===== src/rtl/des_result_reader.sv =====
// des_result_reader: buffers 64-bit des results in a FIFO and
// returns them to a 32-bit reader as low word, then high word.
module des_result_reader #(
    parameter int DEPTH = 8,
    parameter int CNT_W = 16
) (
    input  logic                     i_clk,
    input  logic                     i_rst,
    input  logic [63:0]              i_ciphertext,
    input  logic                     i_dv,
    output logic [31:0]              o_rdata,
    output logic                     o_rvalid,
    input  logic                     i_rready,
    output logic                     o_word_hi,
    output logic [$clog2(DEPTH):0]   o_level,
    output logic                     o_overflow,
    input  logic                     i_clr_ovf,
    output logic [CNT_W-1:0]         o_count
);

    localparam int PTR_W = $clog2(DEPTH);
    localparam int LVL_W = PTR_W + 1;
    localparam logic [LVL_W-1:0] FULL = LVL_W'(DEPTH);

    typedef enum logic {
        W_LO = 1'b0,
        W_HI = 1'b1
    } half_e;

    half_e              half_q, half_d;
    logic [PTR_W-1:0]   wr_ptr_q, wr_ptr_d;
    logic [PTR_W-1:0]   rd_ptr_q, rd_ptr_d;
    logic [LVL_W-1:0]   level_q, level_d;
    logic               ovf_q, ovf_d;
    logic [CNT_W-1:0]   count_q, count_d;
    logic [63:0]        mem_q [DEPTH];

    logic               rvalid;
    logic               xfer;
    logic               pop;
    logic               space;
    logic               push;
    logic [63:0]        head;

    // Handshake decode; a pop in this cycle frees a slot for a write.
    always_comb begin
        rvalid = (level_q != '0);
        xfer   = rvalid & i_rready;
        pop    = xfer & (half_q == W_HI);
        space  = (level_q != FULL) | pop;
        push   = i_dv & space;
    end

    // Word-half FSM: advances only on reader transfers.
    always_comb begin
        half_d = half_q;
        unique case (half_q)
            W_LO: if (xfer) half_d = W_HI;
            W_HI: if (xfer) half_d = W_LO;
            default: half_d = W_LO;
        endcase
    end

    // Pointer and occupancy bookkeeping.
    always_comb begin
        wr_ptr_d = wr_ptr_q;
        rd_ptr_d = rd_ptr_q;
        level_d  = level_q;
        if (push) begin
            wr_ptr_d = wr_ptr_q + PTR_W'(1);
        end
        if (pop) begin
            rd_ptr_d = rd_ptr_q + PTR_W'(1);
        end
        unique case ({push, pop})
            2'b10:   level_d = level_q + LVL_W'(1);
            2'b01:   level_d = level_q - LVL_W'(1);
            default: level_d = level_q;
        endcase
    end

    // Sticky loss flag and accepted-result counter; a drop beats clear.
    always_comb begin
        ovf_d   = ovf_q;
        count_d = count_q;
        if (i_dv && !space) begin
            ovf_d = 1'b1;
        end else if (i_clr_ovf) begin
            ovf_d = 1'b0;
        end
        if (push) begin
            count_d = count_q + CNT_W'(1);
        end
    end

    // State registers with synchronous reset.
    always_ff @(posedge i_clk) begin
        if (i_rst) begin
            half_q   <= W_LO;
            wr_ptr_q <= '0;
            rd_ptr_q <= '0;
            level_q  <= '0;
            ovf_q    <= 1'b0;
            count_q  <= '0;
        end else begin
            half_q   <= half_d;
            wr_ptr_q <= wr_ptr_d;
            rd_ptr_q <= rd_ptr_d;
            level_q  <= level_d;
            ovf_q    <= ovf_d;
            count_q  <= count_d;
        end
    end

    // Storage array; contents need no reset since level gates reads.
    always_ff @(posedge i_clk) begin
        if (!i_rst && push) begin
            mem_q[wr_ptr_q] <= i_ciphertext;
        end
    end

    // Read word select, forced to zero while empty.
    always_comb begin
        head    = mem_q[rd_ptr_q];
        o_rdata = 32'd0;
        if (rvalid) begin
            o_rdata = (half_q == W_HI) ? head[63:32] : head[31:0];
        end
    end

    assign o_rvalid   = rvalid;
    assign o_word_hi  = (half_q == W_HI);
    assign o_level    = level_q;
    assign o_overflow = ovf_q;
    assign o_count    = count_q;

endmodule


===== config.mk =====
export PLATFORM = sky130hd
export DESIGN_NAME = des_result_reader
export DESIGN_NICKNAME = d
export VERILOG_FILES = /design/src/rtl/des_result_reader.sv
export SDC_FILE = /design/constraint.sdc
export NUM_CORES = 1
export LEC_CHECK = 0
export CAP_MARGIN = 20
export CORE_ASPECT_RATIO = 1.1
export CORE_MARGIN = 3
export CORE_UTILIZATION = 53
export DETAILED_ROUTE_END_ITERATION = 6
export PLACE_DENSITY = 0.75
export SETUP_SLACK_MARGIN = 0.3
export SLEW_MARGIN = 20
export SYNTH_ARGS = -nofsm -noshare
export SYNTH_HDL_FRONTEND = slang
export SYNTH_SLANG_ARGS = --single-unit

===== constraint.sdc =====
create_clock -name i_clk -period 11.4 [get_ports i_clk]
set_clock_uncertainty 0.1 [all_clocks]
set_input_delay 3.42 -clock i_clk [delete_from_list [all_inputs] [get_ports i_clk]]
set_output_delay 3.42 -clock i_clk [all_outputs]
set_load 0.01 [all_outputs]

==> key figures, run 1 <==
Cells and area
  – # fillers: roughly 2.6k
  – Most frequent cells in the layout: 512 x edfxtp_1, 128 x mux4_2, 123 x clkdlybuf4s50_1
  – Area Growth Syn to Fin: 17.4%
  – Storage element area: about 16000 µm²
  – Multi-input gate area: around 4500 µm²
  – Share of layout cells above drive strength 1: 0.218
  – Core Util, Final: 0.633
  – Nets: ~1.1k
  – Commonest non-fill, non-tap cell in the layout: edfxtp_1

Floorplanning
  – Die W: slightly below 200 µm
  – Starting Density: 0.539
  – DIE HEIGHT: around 210 µm
  – Num ports: 124
  – Total Die Area: about 41000 µm²
  – Rows: 75
  – Core area: ~38000 µm²

Timing
  – Final Hold Viols: 0
  – Setup TNS Final: 0 ns
  – Max Fclk: around 0.13 GHz
  – Final count of negative-setup-slack endpoints: 0
  – RSZ-0062 raised after global routing: false
  – Normalized max-slew margin: 0.271
  – Fin. max-slew vios: 0
  – Fin crit period: 7.52 ns
  – Tcrit/Tclk final: 0.659
  – Worst Max-Slew Pin Slew: approximately 1.1 ns

Placement
  – Hpwl dp: roughly 22000 µm
  – IO Port Bufs: approximately 120
  – GPL Wtd Cong: slightly above 0.7

Global routing
  – Initial antenna violation count: 2
  – Tot GR Track Use: 0.196
  – First-pass GRT wire length: around 60000 µm
  – Largest net degree at the start of global routing: 69
  – Vias in the first global route: about 10k
  – Grt total ovfl: 0

Power and ir drop
  – Switch Pwr: between 800 and 900 µW
  – Worst vdd rail ir drop: roughly 0.00013 V
  – Pwr Total: between 4000 and 5000 µW
  – Sequential Power Share: 0.522
  – Logic gate share of total power: 0.076
  – Pwr/cell area: ~180 nW/µm²
  – Cell Int Power: about 3400 µW
  – Sw frac: 0.204
  – Clk pwr share: 0.402
  – Leak Pwr: between 0.007 and 0.008 µW

Logic synthesis
  – Syn Nets: slightly below 1k
  – Mean Syn Cell Area: 22.5 µm²
  – Number of enable flip-flop cells after synthesis: 512
  – Mapped Area: a little over 20000 µm²
  – Ys async rst share: 0
  – Most common flop cell mapped by yosys: edfxtp_1
  – Mapped Cells: ~920
  – Register bit total from synthesis: 543
  – Synth cell types: between 40 and 50
  – Ys Warns: 0
  – Seq/Total Area, Yosys: 0.774

CTS
  – Number of buffers created by CTS: 52
  – Post-CTS Resized: 0
  – Setup bufs post-CTS: 0
  – Cts hold-fix bufs: 0
  – CTS tree: done
  – Worst-path clk slew: roughly 0.060 ns
  – Clock Path Buffers: 3
  – Clk root buf: clkbuf_16
  – Clk sink count: ~540
  – Worst-Skew Late Latency: 0.55 ns
  – H-tree depth: 2

Setup path
  – Worst setup EP type: primary output
  – CP arrival: 4.00 ns
  – Critical Path RT: roughly 8 ns
  – Critical path buffers and inverters: 2
  – CP max FO: 50
  – Worst setup path class: reg2out
  – Crit path largest cell delay: just over 0.9 ns
  – Crit path cell chain: buf_4 -> mux4_2 -> a22o_1 -> a221o_1 -> clkdlybuf4s50_1
  – Slowest CP cell: dfxtp_4
  – Worst Setup Start Kind: register
  – Worst r2r src: o_word_hi
  – Top Family by Delay on Critical Path: buffers and inverters
  – R2R setup slack: about 7.2 ns

Route
  – Final WL: 40200 µm
  – Final ANT Viol Nets: 0
  – DRT iter0 DRCs: about 800
  – # DRC: 0
  – Via count: just under 10k
  – Drt via density: between 6 and 7
  – WL/cell: ~25 µm
  – DR pass1 iterations: 5

Worst hold path
  – Type of the tightest min-delay check: reg2reg
  – Hold Crit Start: o_count[15]

Status
  – Outcome: complete, no violations

Job
  – Max Cap Viol: 0
==> synthesized netlist by cell type, drive strengths merged, types with 3 or more instances <==
| master | count | area, µm² |
|---|---|---|
| clkbuf | 17 | 63.8 |
| or4 | 6 | 45.0 |
| nor2 | 23 | 86.3 |
| or3 | 3 | 18.8 |
| nor4b | 3 | 26.3 |
| xor2 | 9 | 78.8 |
| inv | 5 | 18.8 |
| a22o | 33 | 289 |
| o31ai | 6 | 45.0 |
| buf | 31 | 199 |
| mux2i | 5 | 50.1 |
| nor3 | 3 | 15.0 |
| ha | 6 | 75.1 |
| nand2 | 7 | 26.3 |
| nand3 | 5 | 25.0 |
| a21oi | 12 | 60.1 |
| o21ai | 7 | 68.8 |
| nand2b | 3 | 18.8 |
| and3 | 3 | 18.8 |
| edfxtp | 512 | 15400 |
| nand4 | 3 | 18.8 |
| xnor2 | 3 | 26.3 |
| nor4 | 3 | 33.8 |
| mux4 | 128 | 2880 |
| o211ai | 5 | 37.5 |
| a221o | 32 | 320 |
| dfxtp | 31 | 621 |
==> per-layer routing <==
| metal | vias to the layer above | global-route usage | wire length [µm] |
|---|---|---|---|
| met5 | - | 0 | 11 |
| met2 | 269 | 0.341 | 21000 |
| met4 | 2 | 0.0508 | 697 |
| li1 | 4245 | - | - |
| met3 | 53 | 0.0323 | 2150 |
| met1 | 5150 | 0.264 | 16400 |
==> metrics by stage <==
stage	worst slack (ns)	cells	hold slack, ns	area [µm²]
finish	3.88	1609	0.396	24200
global route	3.57	1609	0.427	24200
CTS	3.74	1608	0.400	24200
detailed placement	4.37	1513	0.388	22500
global placement	4.39	1513	0.368	22500
floorplan	0.278	917	0.385	20700
==> cells by family (layout without fill, tap and decap cells) <==
logic type,after synthesis,after routing,share of synthesized area
DFF,543,543,0.774
other,0,1,0
adders and majority gates,7,7,0.00460
and+or+nand+nor,72,72,0.0197
buffers and inverters,53,244,0.0136
muxes,133,133,0.142
AOI/OAI and AO/OA,97,97,0.0405
xor gates and xnor gates,12,12,0.00509
==> power groups by stage <==
stage                     combinational [µW]  clock [µW]  sequential [µW]
after floorplan                          193           0             2270
after global placement                   328           0             2300
after detailed placement                 333           0             2300
after CTS                                335        1770             2260
after global routing                     353        1850             2260
final                                    330        1740             2260
==> worst paths after layout <==
kind | cells after the start | end
worst max register to register | 5 | mem_q[6][14]
worst min register to register | 2 | o_count[15]
worst max-delay path | 5 | o_rdata[9]
worst min-delay path | 2 | o_count[15]
==> sequential cells by signal, summed over array words and instances (netlist names), named ones only <==
name and cells:
o_count 16, o_word_hi 1, o_overflow 1, wr_ptr_q 3, mem_q 512, o_level 4
rd_ptr_q 3
==> layout make-up <==
class | instances | area share
Antenna cell | 1 | 0.000103
Sequential cell | 543 | 0.660
Timing Repair Buffer | 144 | 0.0573
Clock buffer | 62 | 0.0561
Clock inverter | 33 | 0.0154
Inverter | 5 | 0.000774
Multi-Input combinational cell | 321 | 0.184
Tap cell | 500 | 0.0258
==> worst reg2reg max path: cells and delay by family, from the launching register on <==
| family | cells | cell delay (ns) |
|---|---|---|
| simple gates | 1 | 0.30 |
| compound gates | 1 | 0.47 |
| buf+inv | 2 | 1.05 |
| fa+ha+maj | 1 | 0.78 |
| flops | 1 | 1.06 |
Note: power is estimated with default switching activity, not from simulation.
==> run 2: changes to the inputs <==
--- a/config.mk
+++ b/config.mk
@@ -8,9 +8,9 @@
 export CAP_MARGIN = 20
 export CORE_ASPECT_RATIO = 1.1
 export CORE_MARGIN = 3
-export CORE_UTILIZATION = 53
+export CORE_UTILIZATION = 59
 export DETAILED_ROUTE_END_ITERATION = 6
-export PLACE_DENSITY = 0.75
+export PLACE_DENSITY = 0.79
 export SETUP_SLACK_MARGIN = 0.3
 export SLEW_MARGIN = 20
 export SYNTH_ARGS = -nofsm -noshare
==> constraint.sdc (replaced) <==
create_clock -name i_clk -period 7.8 [get_ports i_clk]
set_clock_uncertainty 0.1 [all_clocks]
set_input_delay 2.34 -clock i_clk [delete_from_list [all_inputs] [get_ports i_clk]]
set_output_delay 2.34 -clock i_clk [all_outputs]
set_load 0.01 [all_outputs]
==> run 2 against run 1 <==
  * Core utilization up 6.4 points
  * Largest power group unchanged
  * Critical path depth down 1
  * Cell count down 4.0%
  * Sequential power up 45%
  * Wire length up 2.3%
  * Highest routed layer unchanged
==> key figures, run 2 (synthesized netlist as in run 1, its figures left out) <==
CTS
  – H-tree depth: 2 (unchanged)
  – Setup bufs post-CTS: 0 (unchanged)
  – Clk root buf: clkbuf_16
  – Worst-path clk slew: 0.06 ns (about the same)
  – Number of buffers created by CTS: 51 (-1.9%)
  – CTS tree: done
  – Worst-Skew Late Latency: 0.56 ns (about the same)
  – Clock Path Buffers: 3 (unchanged)
  – Clk sink count: 543 (unchanged)
  – Post-CTS Resized: 0 (unchanged)
  – Cts hold-fix bufs: 0 (unchanged)

Setup path
  – Critical Path RT: 5.36 ns (-2.52 ns)
  – CP max FO: 36 (-28%)
  – Worst flop-to-flop path endpoint: mem_q[6][49]
  – Worst setup EP type: primary output
  – R2R depth: 7 (+2)
  – R2R setup slack: 4.22 ns (-3.01 ns)
  – Worst r2r src: o_level[0]
  – Worst Setup Start Kind: register
  – Slowest CP cell: buf_4
  – Worst setup path class: reg2out
  – Crit path cell chain: buf_4 -> mux4_2 -> a221o_1 -> clkdlybuf4s50_1
  – Crit path largest cell delay: 0.75 ns (-0.17 ns)
  – CP arrival: 3.62 ns (-0.38 ns)

Placement
  – Pre-CTS WS: 2.14 ns (-2.22 ns)
  – Hpwl dp: 21400 µm (-1.3%)
  – GPL Wtd Cong: 0.730 (+1.3%)
  – IO Port Bufs: 123 (unchanged)
  – Placed cell count: 1448 (-4.3%)

Cells and area
  – Core Util, Final: 0.697 (+0.0639)
  – Most frequent cells in the layout: 512 x edfxtp_1, 128 x mux4_2, 123 x clkdlybuf4s50_1
  – Commonest non-fill, non-tap cell in the layout: edfxtp_1
  – Non-Filler Instances: 1545 (-4.0%)
  – Most flops, register: mem_q
  – Max reg flops: 512 (unchanged)
  – Multi-input gate area: 4480 µm² (+0.14%)
  – Area Growth Syn to Fin: 16.1%
  – # fillers: 1998 (-24%)
  – Share of layout cells above drive strength 1: 0.208 (-0.0103)
  – Nets: 1139 (-0.35%)
  – Storage element area: 16000 µm² (unchanged)

Timing
  – Final count of negative-setup-slack endpoints: 0 (unchanged)
  – RSZ-0062 raised after global routing: false
  – Setup TNS Final: 0 ns (unchanged)
  – Normalized max-slew margin: 0.284 (+0.0128)
  – Final Worst Setup Slack: 1.74 ns (-2.14 ns)
  – Final Hold Viols: 0 (unchanged)
  – Worst Max-Slew Pin Slew: 1.07 ns (-0.0192 ns)
  – Fin crit period: 6.06 ns
  – Max Fclk: around 0.17 GHz
  – Tcrit/Tclk final: 0.777
  – Fin. max-slew vios: 0 (unchanged)

Worst hold path
  – Worst min-delay path endpoint: o_count[15]
  – Worst Hold Path Cells: 2 (unchanged)
  – Type of the tightest min-delay check: reg2reg
  – Hold Crit Start: o_count[15]

Floorplanning
  – Num ports: 124 (unchanged)
  – DIE HEIGHT: 202 µm (-5.1%)
  – Starting Density: 0.601 (+0.0613)
  – Core area: 34400 µm² (-10%)
  – Total Die Area: 37300 µm² (-9.9%)
  – Rows: 71 (-5.3%)
  – Die W: 184 µm (-5.1%)

Route
  – Final WL: 41100 µm (+2.3%)
  – DR pass1 iterations: 5 (unchanged)
  – # DRC: 0 (unchanged)
  – Final ANT Viol Nets: 0 (unchanged)
  – Via count: 9990 (+2.8%)
  – WL/cell: 26.6 µm (+6.5%)
  – DRT iter0 DRCs: 921 (+12%)
  – Drt via density: 6.47 (+7.0%)

Global routing
  – Largest net degree at the start of global routing: 66 (-4.3%)
  – Tot GR Track Use: 0.226 (+0.0297)
  – Grt total ovfl: 0 (unchanged)
  – Initial antenna violation count: 2 (unchanged)
  – First-pass GRT wire length: 63000 µm (+2.4%)
  – Vias in the first global route: 10.7k (+4.8%)

Power and ir drop
  – Pwr Total: 6050 µW (+40%)
  – Worst vdd rail ir drop: 0.000175 V (+32%)
  – Pwr/cell area: 253 nW/µm² (+41%)
  – Leak Pwr: 0.00736 µW (-1.6%)

Status
  – Outcome: complete, no violations

Job
  – Max Cap Viol: 0 (unchanged)
## run 2: changes by cell type in the layout (fill, tap and decap cells not counted), sizes merged, moves of 3 or more
cell,delta
clkinv,-4
clkbuf,+10
bufinv,-8
buf,-3
inv,+3
## run 2: final cells by class
type,count,share of cell area
repair buffers,141,0.0586
multi-input cells,321,0.187
clock buffers,72,0.0574
well taps,438,0.0229
inverters,5,0.000783
flip-flops and latches,543,0.668
diodes,2,0.000209
clock inverters,23,0.00564
## run 2: worst max path at each step
| stage | from | end | slack [ns] | depth (start not counted) |
|---|---|---|---|---|
| 2_1_floorplan | i_rready | mem_q[0][0] | -2.24 | 5 |
| 3_3_place_gp | i_rready | mem_q[6][14] | 2.20 | 6 |
| 3_5_place_dp | i_rready | mem_q[0][49] | 2.14 | 7 |
| 4_1_cts | register | o_rdata[18] | 1.62 | 5 |
| 5_1_grt | register | o_rdata[0] | 1.47 | 4 |
| 6_report | register | o_rdata[23] | 1.74 | 4 |
## run 2: per-stage QoR
stage          area [µm²]  hold slack, ns
4_1_cts             24000           0.398
3_5_place_dp        22400           0.390
6_report            24000           0.394
2_1_floorplan       20700           0.385
5_1_grt             24000           0.413
3_3_place_gp        22400           0.377
## run 2: per-layer routing
layer / part of all wire / global-route usage / wire length (µm) / vias to the layer above
met2: 0.53 / 0.390 / 21900 / 426
met3: 0.066 / 0.0448 / 2700 / 84
met4: 0.028 / 0.0751 / 1140 / 2
met5: 0.00049 / 0 / 20 / -
met1: 0.37 / 0.291 / 15300 / 5234
li1: - / - / - / 4244
## run 2: power breakdown
part,total (µW),internal [µW],switching [µW]
clock,2260,1260,1000
combinational,524,265,259
sequential,3270,3240,28.3
total,6050,4760,1290
## run 2: critical path, delay by kind of cell (launching register included)
kind            cells  cell delay [ns]
compound gates      1             0.40
buf+inv             2             1.24
flops               1             0.74
mux                 1             0.62
==> run 3: changes to the inputs <==
--- a/config.mk
+++ b/config.mk
@@ -8,9 +8,9 @@
 export CAP_MARGIN = 20
 export CORE_ASPECT_RATIO = 1.1
 export CORE_MARGIN = 3
-export CORE_UTILIZATION = 59
+export CORE_UTILIZATION = 53
 export DETAILED_ROUTE_END_ITERATION = 6
-export PLACE_DENSITY = 0.79
+export PLACE_DENSITY = 0.75
 export SETUP_SLACK_MARGIN = 0.3
 export SLEW_MARGIN = 20
 export SYNTH_ARGS = -nofsm -noshare
==> constraint.sdc (replaced) <==
create_clock -name i_clk -period 5 [get_ports i_clk]
set_clock_uncertainty 0.1 [all_clocks]
set_input_delay 1.5 -clock i_clk [delete_from_list [all_inputs] [get_ports i_clk]]
set_output_delay 1.5 -clock i_clk [all_outputs]
set_load 0.01 [all_outputs]
==> run 3 against run 2 <==
  * Setup slack lost 1.3 ns
  * Clock power grew 60%
  * Critical path type unchanged
  * Non-clock buffer count grew 7
==> key figures, run 3 (synthesized netlist as in run 1, its figures left out) <==
Setup path
  – R2R depth: 7 (unchanged)
  – CP arrival: 2.95 ns (-0.67 ns)
  – Worst setup EP type: primary output
  – Worst r2r src: o_level[0]
  – Worst flop-to-flop path endpoint: mem_q[6][51]
  – Worst setup path end: o_rdata[28]
  – R2R setup slack: 2.10 ns (-2.12 ns)
  – Critical Path RT: 3.40 ns (-1.96 ns)
  – Worst setup path class: reg2out
  – Worst Setup Start Kind: register
  – CP max FO: 49 (+36%)

Floorplanning
  – Num ports: 124 (unchanged)
  – Core area: 38300 µm² (+11%)
  – Rows: 75 (+5.6%)
  – Die W: 194 µm (+5.3%)
  – Total Die Area: 41400 µm² (+11%)
  – DIE HEIGHT: 213 µm (+5.3%)
  – Starting Density: 0.539 (-0.0613)

Cells and area
  – Most flops, register: mem_q
  – Max reg flops: 512 (unchanged)
  – Nets: 1146 (+0.61%)
  – # fillers: 2536 (+27%)
  – Share of layout cells above drive strength 1: 0.218 (+0.0102)
  – Most frequent cells in the layout: 512 x edfxtp_1, 128 x mux4_2, 123 x clkdlybuf4s50_1
  – Commonest non-fill, non-tap cell in the layout: edfxtp_1
  – Area Growth Syn to Fin: 17.9%

Timing
  – Fin. max-slew vios: 0 (unchanged)
  – Tcrit/Tclk final: 0.911
  – Worst Max-Slew Pin Slew: 0.830 ns (-0.244 ns)
  – Fin crit period: 4.55 ns
  – Final count of negative-setup-slack endpoints: 0 (unchanged)
  – Setup TNS Final: 0 ns (unchanged)
  – Normalized max-slew margin: 0.444 (+0.160)
  – Max Fclk: ~0.22 GHz
  – RSZ-0062 raised after global routing: false
  – Hold Slack: 0.381 ns (-0.0129 ns)
  – Final Hold Viols: 0 (unchanged)

Power and ir drop
  – Leak Pwr: 0.00746 µW (+1.4%)
  – Pwr/cell area: 392 nW/µm² (+55%)
  – Worst vdd rail ir drop: 0.000280 V (+60%)

CTS
  – H-tree depth: 2 (unchanged)
  – Clk sink count: 543 (unchanged)
  – Clk root buf: clkbuf_16
  – Worst-path clk slew: 0.06 ns (about the same)
  – Clock Path Buffers: 3 (unchanged)
  – Number of buffers created by CTS: 51 (unchanged)
  – Worst-Skew Late Latency: 0.56 ns (about the same)
  – CTS tree: done

Global routing
  – Initial antenna violation count: 4 (+2)
  – Vias in the first global route: 10.6k (-0.70%)
  – Largest net degree at the start of global routing: 66 (unchanged)
  – Tot GR Track Use: 0.200 (-0.0258)
  – Grt total ovfl: 0 (unchanged)
  – First-pass GRT wire length: 63100 µm (+0.18%)

Route
  – Drt via density: 6.10 (-5.7%)
  – Final ANT Viol Nets: 0 (unchanged)
  – WL/cell: 25.5 µm (-4.4%)
  – DR pass1 iterations: 6 (+1)
  – Via count: 9792 (-2.0%)
  – # DRC: 0 (unchanged)
  – DRT iter0 DRCs: 792 (-14%)
  – Final WL: 40900 µm (-0.62%)

Worst hold path
  – Type of the tightest min-delay check: reg2reg

Status
  – Outcome: complete, no violations

Placement
  – Hpwl dp: 21600 µm (+0.99%)
  – GPL Wtd Cong: 0.719 (-1.5%)
  – IO Port Bufs: 123 (unchanged)

Job
  – Max Cap Viol: 0 (unchanged)
==> run 3: cell types whose count changed in the layout (fill, tap and decap cells not counted), sizes merged <==
cell / change
inv: -3
bufinv: +1
clkbuf: -1
buf: +6
clkinvlp: +2
clkinv: -6
==> run 3: power by group <==
group | internal (µW) | leakage (µW) | switching [µW] | total, µW
clock network | 2080 | 0.000756 | 1530 | 3610
logic | 425 | 0.00183 | 411 | 836
registers | 5050 | 0.00488 | 38.7 | 5090
total | 7560 | 0.00746 | 1980 | 9540
==> run 3: critical path: stages, from the launching register on <==
cell	delay, ns
dfxtp_4	0.43
buf_12	0.32
mux4_2	0.56
a22o_1	0.27
a221o_1	0.28
clkdlybuf4s50_1	0.48
==> run 3: layout make-up <==
class / instances / area, µm² / area share
tap: 500 / 626 / 0.0257
multi-input combinational: 321 / 4510 / 0.185
timing repair buffer: 148 / 1630 / 0.0669
sequential: 543 / 16000 / 0.657
antenna: 2 / 5.00 / 0.000205
clock inverter: 17 / 129 / 0.00529
clock buffer: 70 / 1430 / 0.0587
inverter: 5 / 18.8 / 0.000771
==> run 3: worst min-delay path by stage <==
| stage | startpoint | end | cells after the start |
|---|---|---|---|
| 4_1_cts | o_count[15] | o_count[15] | 2 |
| 6_report | o_count[15] | o_count[15] | 2 |
| 3_5_place_dp | o_count[15] | o_count[15] | 2 |
| 3_3_place_gp | o_count[15] | o_count[15] | 2 |
| 5_1_grt | o_count[15] | o_count[15] | 2 |
| 2_1_floorplan | rd_ptr_q[2] | register | 2 |
==> run 3: per-layer routing <==
metal / part of all wire / wire (µm) / GRT usage / vias to the layer above
met4: 0.021 / 853 / 0.0542 / 4
met1: 0.40 / 16400 / 0.268 / 5158
met5: 0.00068 / 28 / 0 / -
met3: 0.058 / 2360 / 0.0355 / 71
met2: 0.52 / 21300 / 0.346 / 312
li1: - / - / - / 4247
==> run 3: repair_timing <==
action	in CTS	in global routing
endpoints found under the setup margin	0	16
resized for setup	0	3
hold buffers	0	0
setup buffers	0	2
==> run 3: metrics by stage <==
step	total power [µW]	cell area (µm²)	utilization	cells	worst slack, ns
2_1_floorplan	5630	20800	-	917	0.0392
3_3_place_gp	6010	22700	0.594	1514	0.953
3_5_place_dp	6030	22700	0.594	1514	0.903
4_1_cts	9620	24300	0.634	1601	0.305
5_1_grt	9860	24400	0.636	1605	0.314
6_report	9540	24400	0.636	1606	0.446
==> RTL change 1, RTL diff (flow settings as in run 1) <==
`CNT_W`: 16 -> 32.
--- a/src/rtl/des_result_reader.sv
+++ b/src/rtl/des_result_reader.sv
@@ -2,7 +2,7 @@
 // returns them to a 32-bit reader as low word, then high word.
 module des_result_reader #(
     parameter int DEPTH = 8,
-    parameter int CNT_W = 16
+    parameter int CNT_W = 32
 ) (
     input  logic                     i_clk,
     input  logic                     i_rst,
Ports: changed (resized o_count); port bits go from 124 to 140. The function was not compared with the original's and may differ.
==> RTL change 1 against run 1 <==
  * Worst setup slack improved by 0.066 ns
  * Final area increased by 4.7%
  * Non-clock buffer count increased by 10
  * Register-to-register slack about the same
  * Largest cell class unchanged
  * Sequential cell count increased by 16
  * Area after synthesis increased by 4.8%
  * Power decreased by 0.56%
  * Global-route usage about the same
  * Wire length increased by 3.8%
  * Largest power group unchanged
==> RTL change 1: results (changes against run 1) <==
[critical_path]
cp_top_family = buffers and inverters  ; unchanged
crit_arrival_ns = 3.93  ; was 4.00 ns
cpPeakStageDelay_ns = 0.96  ; was 0.92 ns
cp_max_fo = 66  ; was 50
r2r_cells = 9  ; was 5

[final_layout]
inverters = 8  ; was 5
drive_above_1_share_pct = 19.9  ; was 21.8%
fill_cells = 2720  ; was 2,641
stdcell_area_mm2 = 0.0254  ; was 0.0242 mm^2
buffers = 154  ; was 144
num-multi-input-gates = 430  ; was 321
multi_input_area_share_pct = 20.3  ; was 18.4%
num-clock-buffers = 63  ; was 62
clkCellAreaFrac_pct = 6.74  ; was 7.15%
final_net_count = 1282  ; was 1,143
buf_share_pct = 5.96  ; was 5.73%
seq_area_mm2 = 0.0163  ; was 0.0160 mm^2
diodes = 0  ; was 1

[route]
via_per_inst = 6.08  ; was 6.04
totalWireLength_mm = 41.7  ; was 40.2 mm
drt-initial-drc-count = 862  ; was 822
post_drt_wl_per_cell_um = 23.7  ; was 25.0 um

[placed_design]
portBuffers = 139  ; was 123
hpwl_mm = 22.4  ; was 21.7 mm
dpl-instance-area_mm2 = 0.0237  ; was 0.0225 mm^2
place_congestion = 0.760  ; was 0.721
dp.cells = 1664  ; was 1,513
pre_cts_ws_ns = 4.11  ; was 4.37 ns

[pwr]
p_leak_uw = 0.00771  ; was 0.00748 uW
peakVddDrop_mv = 0.126  ; was 0.132 mV
switching_power_uw = 903  ; was 883 uW
combinationalPowerShare_pct = 7.2  ; was 7.6%
p_clk_share_pct = 39.6  ; was 40.2%
swShare_pct = 21.0  ; was 20.4%

[yosys]
ys_ff_latch = 559  ; was 543
synthXorXnorAreaFrac_pct = 0.405  ; was 0.509%
yosysSeqAreaShare_pct = 75.4  ; was 77.4%
synth-compound-area-share_pct = 2.60  ; was 4.05%
synth_edf_count = 512  ; unchanged
synth_common_cells = 512 x edfxtp_1, 128 x mux4_2, 68 x mux2i_1  ; was 512 x edfxtp_1, 128 x mux4_2, 33 x a22o_1
synth_area_per_cell_um2 = 20.5  ; was 22.5 um^2
synthAdderAreaFrac_pct = 0.439  ; was 0.460%
synth_area_leaders = edfxtp_1 71%, mux4_2 13%, dfxtp_1 4.3%  ; was edfxtp_1 74%, mux4_2 14%, dfxtp_1 3.0%
ys_types = 43  ; unchanged
synth_nets = 1130  ; was 993
async_reset_ff_share_pct = 0  ; unchanged
muxShareOfSynthArea_pct = 16.8  ; was 14.2%

[global_route]
antenna_found_initial = 1  ; was 2
grt_max_degree = 94  ; was 69
grt_pass1_wl_mm = 64.9  ; was 61.5 mm
grt_use_total_pct = 19.6  ; about the same

[clocking]
clkLatencyLatePin_ns = 0.57  ; was 0.55 ns
postCtsResizedCells = 0  ; unchanged
cts_buffers = 53  ; was 52
cts_max_path_buffers = 3  ; unchanged
cts_max_level = 2  ; unchanged

[outcome]
status = finished, final reports clean  ; unchanged

[timing]
setup-violations-final = 0  ; unchanged
slew_headroom_pct = 25.3  ; was 27.1%

[RTL change 1: cell count changes after synthesis, sizes merged, moves of 8 or more]
cell / change
nand2: +8
dfxtp: +16
a22o: -33
a21oi: +12
mux2i: +63
clkbuf: +16
o22ai: +32
or4: +11
a221o: -32
[RTL change 1: metal layers]
metal / part of all wire [%] / GRT usage, % / wire (um) / vias to the layer above
li1: - / - / - / 4716
met1: 41 / 27.1 / 17200 / 5620
met2: 52 / 33.0 / 21600 / 309
met3: 5.2 / 3.23 / 2170 / 70
met4: 1.9 / 4.92 / 791 / 2
met5: 0.048 / 0 / 20 / -
[RTL change 1: worst paths after layout]
check              start            to  slack (ns)
min          wr_ptr_q[0]   wr_ptr_q[0]        0.39
max             register   o_rdata[30]        3.95
max reg2reg   o_level[0]  mem_q[6][58]        7.22
min reg2reg  wr_ptr_q[0]   wr_ptr_q[0]        0.39
==> RTL change 2, RTL diff (config.mk and constraints of run 1) <==
Without the edit above. Put one more register stage on the output `o_level`, without a reset. The value now appears one clock later. The other outputs are not delayed to match.
--- a/src/rtl/des_result_reader.sv
+++ b/src/rtl/des_result_reader.sv
@@ -130,7 +130,9 @@
 
     assign o_rvalid   = rvalid;
     assign o_word_hi  = (half_q == W_HI);
-    assign o_level    = level_q;
+    always_ff @(posedge i_clk) begin
+        o_level <= level_q;
+    end
     assign o_overflow = ovf_q;
     assign o_count    = count_q;
 
Function: changed (a bounded check fails within 4 cycles, from zero or initial values and one cycle with i_rst high).
==> RTL change 2 against run 1 <==
  * Area after synthesis up 0.24%
  * Sequential cell count up 4
  * Die area up 0.23%
  * Power down 1.0%
  * Final area about the same
  * Utilization down 0.17 points
  * Worst setup slack better by 0.27 ns
  * Wire length down 1.7%
  * Critical endpoint is now o_rdata[12]
  * Highest routed layer unchanged
==> RTL change 2: results (changes against run 1) <==
[yosys]
synthXorXnorAreaFrac_pct = 0.592  ; was 0.509%
yosysSeqAreaShare_pct = 77.7  ; was 77.4%
synth_area_leaders = edfxtp_1 74%, mux4_2 14%, dfxtp_1 3.4%  ; was edfxtp_1 74%, mux4_2 14%, dfxtp_1 3.0%
synthAdderAreaFrac_pct = 0.459  ; was 0.460%

[critical_path]
ff2ff_setup_slack_ns = 6.91  ; was 7.23 ns
crit_arrival_ns = 3.72  ; was 4.00 ns
cp_max_fo = 39  ; was 50

[pwr]
peakVddDrop_mv = 0.127  ; was 0.132 mV
p_leak_uw = 0.00749  ; was 0.00748 uW
p_int_uw = 3390  ; was 3450 uW
power_uw = 4280  ; was 4330 uW

[route]
totalWireLength_mm = 39.5  ; was 40.2 mm
drt-initial-drc-count = 666  ; was 822

[outcome]
status = finished, final reports clean  ; unchanged

[timing]
worst_slack_ns = 4.16  ; was 3.88 ns
worst_pin_slew_ns = 1.11  ; was 1.09 ns

[clocking]
clkLatencyLatePin_ns = 0.57  ; was 0.55 ns
cts_buffers = 51  ; was 52

[final_layout]
area_delta_synth_final_pct = 17.1  ; was 17.4%
diodes = 0  ; was 1
drive_above_1_share_pct = 21.8  ; about the same

[placed_design]
hpwl_mm = 20.6  ; was 21.7 mm
dpl-instance-area_mm2 = 0.0226  ; was 0.0225 mm^2

[global_route]
grt_use_total_pct = 19.4  ; was 19.6%
grt_pass1_vias = 10389  ; was 10,171

-- RTL change 2: cell count changes in the layout (fill, tap and decap cells not counted), moves of 3 or more --
cell / change
a21oi_1: -4
buf_4: -7
bufinv_16: -3
clkbuf_1: +4
clkinv_1: -7
dfxtp_1: +4
nand4_1: -3
nor2_1: +5
o2111ai_1: +3
o21ai_4: -3
o31ai_1: -5
or4_1: -5
-- RTL change 2: critical path, stage by stage, from the launching register on --
cell             delay (ns)
dfxtp_4                0.92
buf_4                  0.66
mux4_2                 0.60
a221o_1                0.42
clkdlybuf4s50_1        0.51
-- RTL change 2: how the worst min path moves through the flow --
stage / endpoint / slack [ns] / cells after the start
final: o_level[3] / 0.32 / 0
after detailed placement: o_level[3] / 0.31 / 0
after global routing: o_level[3] / 0.33 / 0
after CTS: o_level[3] / 0.32 / 0
after floorplan: o_level[3] / 0.28 / 0
after global placement: o_level[3] / 0.31 / 0
-- RTL change 2: area by class of cell --
type                            instances  share of cell area (%)
Clock buffer                           67                    5.61
Clock inverter                         27                    1.31
Inverter                                7                   0.108
Multi-Input combinational cell        320                    18.4
Sequential cell                       547                    66.4
Tap cell                              500                    2.58
Timing Repair Buffer                  138                    5.60
-- RTL change 2: cells by family (layout without fill, tap and decap cells) --
logic type / after synthesis / in the layout
flops: 547 / 547
compound gates: 93 / 93
simple gates: 72 / 72
fa+ha+maj: 7 / 7
xor+xnor: 14 / 14
mux: 134 / 134
buf+inv: 57 / 239
-- RTL change 2: metal layers --
layer	wire length [um]	vias to the layer above	global-route usage (%)
met5	66	-	0
met2	20400	250	33.2
met3	2010	71	3.49
met4	962	10	5.75
li1	-	4218	-
met1	16100	5094	26.1
